--- src/rtl/ah_snoopable_fifo_param.sv ---
// ah_snoopable_fifo_param
// Register-based valid/ready FIFO of arbitrary depth with a content snoop port.
// Every live entry's key field (low SNOOP_W bits) is compared against a probe.
// The result (hit flag and offset of the oldest hit from the head) is registered.
// With skill, matching entries are invalidated in place.
// Killed entries keep their slot and are dropped silently when they reach the head.
//
// Ports:
//   clk                 clock, all state on posedge
//   rstn                asynchronous reset, active-high
//   wdata/wvalid/wready push side
//   rdata/rvalid/rready pop side; rdata is 0 while rvalid is low
//   sdata/svalid/skill  snoop probe and kill request
//   smatch/smatch_off   registered snoop result for the previous-cycle probe
//   level               occupied slots, including killed entries not yet dropped
module ah_snoopable_fifo_param #(
    parameter int unsigned DEPTH   = 20,
    parameter int unsigned DATA_W  = 32,
    parameter int unsigned SNOOP_W = 16,
    localparam int unsigned AW     = $clog2(DEPTH)
) (
    input  logic              clk,
    input  logic              rstn,
    input  logic [DATA_W-1:0] wdata,
    input  logic              wvalid,
    output logic              wready,
    output logic [DATA_W-1:0] rdata,
    output logic              rvalid,
    input  logic              rready,
    input  logic [SNOOP_W-1:0] sdata,
    input  logic              svalid,
    input  logic              skill,
    output logic              smatch,
    output logic [AW-1:0]     smatch_off,
    output logic [AW:0]       level
);

    logic [DATA_W-1:0] mem_q [DEPTH];
    logic [DEPTH-1:0]  kill_q, kill_d;
    logic [AW-1:0]     rd_ptr_q, rd_ptr_d;
    logic [AW-1:0]     wr_ptr_q, wr_ptr_d;
    logic [AW:0]       count_q, count_d;
    logic              smatch_q, smatch_d;
    logic [AW-1:0]     soff_q, soff_d;

    logic              push, leave;
    logic              found;
    logic [AW-1:0]     found_off;
    logic [DEPTH-1:0]  live_hit;
    logic [AW:0]       off_tmp;

    // Head is presented only when occupied and not killed.
    assign rvalid     = (count_q != '0) && !kill_q[rd_ptr_q];
    assign rdata      = rvalid ? mem_q[rd_ptr_q] : '0;
    assign wready     = !rstn && (count_q < (AW+1)'(DEPTH));
    assign push       = wvalid && wready;
    // A killed head leaves on its own; a live head leaves on rready.
    assign leave      = (count_q != '0) && (kill_q[rd_ptr_q] || rready);
    assign smatch     = smatch_q;
    assign smatch_off = soff_q;
    assign level      = count_q;

    // Snoop compare on pre-edge state: per slot, age from head, liveness and key hit.
    always_comb begin
        found     = 1'b0;
        found_off = '0;
        live_hit  = '0;
        off_tmp   = '0;
        for (int i = 0; i < DEPTH; i++) begin
            if ((AW+1)'(i) >= {1'b0, rd_ptr_q}) begin
                off_tmp = (AW+1)'(i) - {1'b0, rd_ptr_q};
            end else begin
                off_tmp = (AW+1)'(i) + (AW+1)'(DEPTH) - {1'b0, rd_ptr_q};
            end
            if ((off_tmp < count_q) && !kill_q[i] && (mem_q[i][SNOOP_W-1:0] == sdata)) begin
                live_hit[i] = 1'b1;
                if (!found || (off_tmp[AW-1:0] < found_off)) begin
                    found     = 1'b1;
                    found_off = off_tmp[AW-1:0];
                end
            end
        end
    end

    // Next-state for pointers, count, kill bits and snoop result.
    always_comb begin
        wr_ptr_d = wr_ptr_q;
        rd_ptr_d = rd_ptr_q;
        kill_d   = kill_q;
        smatch_d = 1'b0;
        soff_d   = '0;
        count_d  = count_q + (AW+1)'(push) - (AW+1)'(leave);
        if (svalid) begin
            smatch_d = found;
            soff_d   = found_off;
            if (skill) begin
                kill_d = kill_q | live_hit;
            end
        end
        // The push slot is never live, so clearing its kill bit cannot collide with a snoop kill.
        if (push) begin
            kill_d[wr_ptr_q] = 1'b0;
            wr_ptr_d = (wr_ptr_q == AW'(DEPTH - 1)) ? '0 : wr_ptr_q + AW'(1);
        end
        if (leave) begin
            rd_ptr_d = (rd_ptr_q == AW'(DEPTH - 1)) ? '0 : rd_ptr_q + AW'(1);
        end
    end

    // State and storage registers.
    always_ff @(posedge clk or posedge rstn) begin
        if (rstn) begin
            rd_ptr_q <= '0;
            wr_ptr_q <= '0;
            count_q  <= '0;
            kill_q   <= '0;
            smatch_q <= 1'b0;
            soff_q   <= '0;
            for (int i = 0; i < DEPTH; i++) begin
                mem_q[i] <= '0;
            end
        end else begin
            rd_ptr_q <= rd_ptr_d;
            wr_ptr_q <= wr_ptr_d;
            count_q  <= count_d;
            kill_q   <= kill_d;
            smatch_q <= smatch_d;
            soff_q   <= soff_d;
            if (push) begin
                mem_q[wr_ptr_q] <= wdata;
            end
        end
    end

endmodule

--- config.mk ---
export PLATFORM = sky130hd
export DESIGN_NAME = ah_snoopable_fifo_param
export DESIGN_NICKNAME = d
export VERILOG_FILES = /design/src/rtl/ah_snoopable_fifo_param.sv
export SDC_FILE = /design/constraint.sdc
export NUM_CORES = 2
export LEC_CHECK = 0
export ABC_AREA = 1
export CORE_ASPECT_RATIO = 1.5
export CORE_MARGIN = 5
export CORE_UTILIZATION = 57
export DETAILED_ROUTE_END_ITERATION = 7
export PLACE_DENSITY_LB_ADDON = 0.1
export RECOVER_POWER = 100
export SETUP_SLACK_MARGIN = 0.5
export SYNTH_ARGS = -nofsm -noshare
export SYNTH_HDL_FRONTEND = slang
export SYNTH_SLANG_ARGS = --single-unit
--- constraint.sdc ---
create_clock -name clk -period 22.7 [get_ports clk]
set_input_delay 4.54 -clock clk [delete_from_list [all_inputs] [get_ports clk]]
set_output_delay 4.54 -clock clk [all_outputs]
set_load 0.005 [all_outputs]
==> qor.txt <==
Worst path most repeated cell: nand2_2
Final core area utilization: 67.4%
Worst-case reg-to-reg path depth: 191
Setup ws final: -3160 ps
Max VDD drop: 0.113 mV
Worst skew pair latency: 660 ps
Final wirelength: 162,000 um
Critical path arrival: 26,380 ps
Synth async-reset ratio: 100%
Antenna-violating nets left: 0
WHS Endpoint: mem_q[316]
Fin crit share: 114%
CTS tree: yes
Register area: 17,100 sq um
Number of CTS-inserted buffers: 72
Commonest non-fill, non-tap cells in the layout: nand2_1, o21ai_0, dfrtp_1
Die Ht: 344 um
Final instance area: 49,700 sq um
GRT Total Usage: 39.7%
Grt ovf: 0
Total number of vias: 41,800
FF-to-FF setup slack: -1230 ps
Synthesis Warnings: 0
Number of flops mapped to enable cells by yosys: 0
Die Footprint: 79,800 sq um
Share of cells above drive strength 1: 14.1%
Final setup vio count: 5
CP required: 23,230 ps
Yosys top cell area share: 40.4%
Startpoint types: primary input
Most common cell after layout, fill and taps aside: nand2_1
Drt wl/cell: 23.5 um
Post-synth top flop: dfrtp_1
Mapped Area: 42,300 sq um
Setup TNS Final: -15,730 ps
RSZ-0062 raised after global routing: yes
Max clock buf depth: 3
Clock slew at reported path FFs: 60 ps
GPL Wtd Cong: 1.02
Antenna violations before repair: 10
Biggest area consumer among synthesized cells: dfrtp_1
Synth cell types: 53
First-pass GRT wire length: 243,000 um
Leak: 23.2 nW
Placed Area: 45,700 sq um
CP max-delay cell: ha_1
Reg-to-Reg End: smatch_off[0]
Buffers on Ports: 99
Hold Path Stages: 2
Slew HR: -533%
CTS H-tree depth: 3
P per Cell Area: 158 nW/um^2
WS Path Type: primary input to flop
Slew @ Worst Pin: 9490 ps
Final std cells w/o fill: 6,907
Number of synthesized register bits: 682
Drt pass-1 iters: 8
Core area: 73,700 sq um
DRT iter0 DRCs: 4,511
Hold/Removal Path Class: flop to flop
Fin. Hold Viols: 0
Status: finished with violations
Crit path time final: 25,860 ps
Syn nets: 5,931
Vias in the first global route: 40,200
F_max: 38.7 MHz
Worst Setup End Kind: flop
Beginning of the worst register-to-register path: rd_ptr_q[1]
Largest fanout on the critical path: 8
Clock skew: 28.5 ps
Slew Limit Fails: 1,915
HP Start: mem_q[316]
DR vias/cell: 6.05
Max stage delay on crit path: 360 ps
Area delta synth->final: 17.6%
Site row count: 122
Violated checks: max-capacitance violations, max-slew violations, negative setup slack
Final nets: 6,103
DR DRC count: 0
Clk root buf: clkbuf_16
Multi-input gate area in the final layout: 23,000 sq um
CTS Sinks: 682
Starting Density: 57.3%
DP Cell Count: 6,695
Overall Power: 0.00785 W
Synth Area per Inst: 7.45 sq um
Post-synthesis sequential area ratio: 40.4%
Chip width: 232 um
Max Cap Viol: 31
Largest net degree at the start of global routing: 181
Ranking of synthesized cells by area: dfrtp_1, o21ai_0, nand2_1
Synth Instances: 5,678
Fill count: 6,376
Hpwl dp: 106,000 um
IO Pins: 100
-- per-layer routing --
metal | global-route usage (%) | share of wire (%) | up-vias
li1 | - | - | 19200
met1 | 48.7 | 37 | 19900
met2 | 64.5 | 47 | 2080
met3 | 5.80 | 7.7 | 608
met4 | 27.8 | 8.6 | 4
met5 | 0 | 0.017 | -
-- layout make-up --
type / count / area share, %
Multi-Input combinational cell: 4070 / 46.2
Tap cell: 992 / 2.50
Sequential cell: 682 / 34.3
Antenna cell: 8 / 0.0403
Clock buffer: 96 / 4.09
Clock inverter: 35 / 1.04
Timing Repair Buffer: 492 / 7.67
Inverter: 532 / 4.11
-- sequential cells by signal, summed over array words and instances, names as in the netlist --
name / cells
level: 6
rd_ptr_q: 5
smatch: 1
smatch_off: 5
kill_q: 20
wr_ptr_q: 5
mem_q: 640
-- worst max-delay path, delay by kind of cell --
family | cells | cell delay (ps)
buffers and inverters | 15 | 1260
AND/OR/NAND/NOR | 111 | 9230
adder cells (fa/ha/maj) | 19 | 5260
multiplexers | 5 | 910
AO/OA/AOI/OAI | 36 | 5070
-- cell families after synthesis --
family	Yosys count	synth area share [%]
adder cells (fa/ha/maj)	199	5.91
multiplexers	20	0.494
AO/OA/AOI/OAI	1697	21.8
flip-flops	682	40.4
buffers and inverters	932	8.54
XOR/XNOR	179	3.71
AND/OR/NAND/NOR	1969	19.1
-- how the worst max path moves through the flow --
stage              start       endpoint  slack [ps]  depth (start not counted)
2_1_floorplan  sdata[10]  smatch_off[0]       -1880                        191
3_3_place_gp    sdata[7]  smatch_off[0]       -4030                        189
3_5_place_dp    sdata[7]  smatch_off[0]       -4570                        179
4_1_cts        sdata[13]  smatch_off[0]       -2740                        190
5_1_grt         sdata[0]  smatch_off[4]       -4610                        190
6_report       sdata[12]  smatch_off[0]       -3160                        186
-- per-stage QoR --
stage          setup slack, ps  hold slack, ps
3_3_place_gp             -4030             461
2_1_floorplan            -1880             448
6_report                 -3160             479
4_1_cts                  -2740             483
3_5_place_dp             -4570             468
5_1_grt                  -4610             505
-- power by group --
| group | switching [W] | internal, W |
|---|---|---|
| combinational | 0.00291 | 0.00167 |
| sequential | 0.000287 | 0.00169 |
| clock | 0.000543 | 0.000742 |
| total | 0.00374 | 0.00410 |
-- timing repair --
action / CTS / global route
resized for setup: 170 / 177
endpoints found under the setup margin: 5 / 5
pin swaps: 45 / 71
hold buffers: 0 / 0
cloned: 6 / 0
setup buffers: 45 / 22
-- synthesized netlist by cell type (4+ instances only) --
master / n
nand2_1: 1052
o21ai_0: 862
dfrtp_1: 682
nor2_1: 611
a21oi_1: 555
inv_1: 504
clkbuf_1: 326
ha_1: 198
xor2_1: 106
nand3_1: 97
xnor2_1: 73
a211oi_1: 66
nand4_1: 63
o211ai_1: 55
buf_1: 47
nor3_1: 38
nor4_1: 34
a22oi_1: 32
nand2_2: 32
o311ai_0: 30
nand2_4: 19
o22ai_1: 19
a31oi_1: 17
o32a_1: 17
inv_2: 16
or2_2: 14
buf_2: 13
mux2i_1: 13
buf_6: 9
clkinv_1: 9
mux2_2: 7
o2111ai_1: 7
o21ai_1: 7
a221oi_1: 6
o21a_1: 6
nor2_2: 5
o21bai_1: 5
a21o_1: 4
No activity file was read; power rests on OpenSTA's default activity.
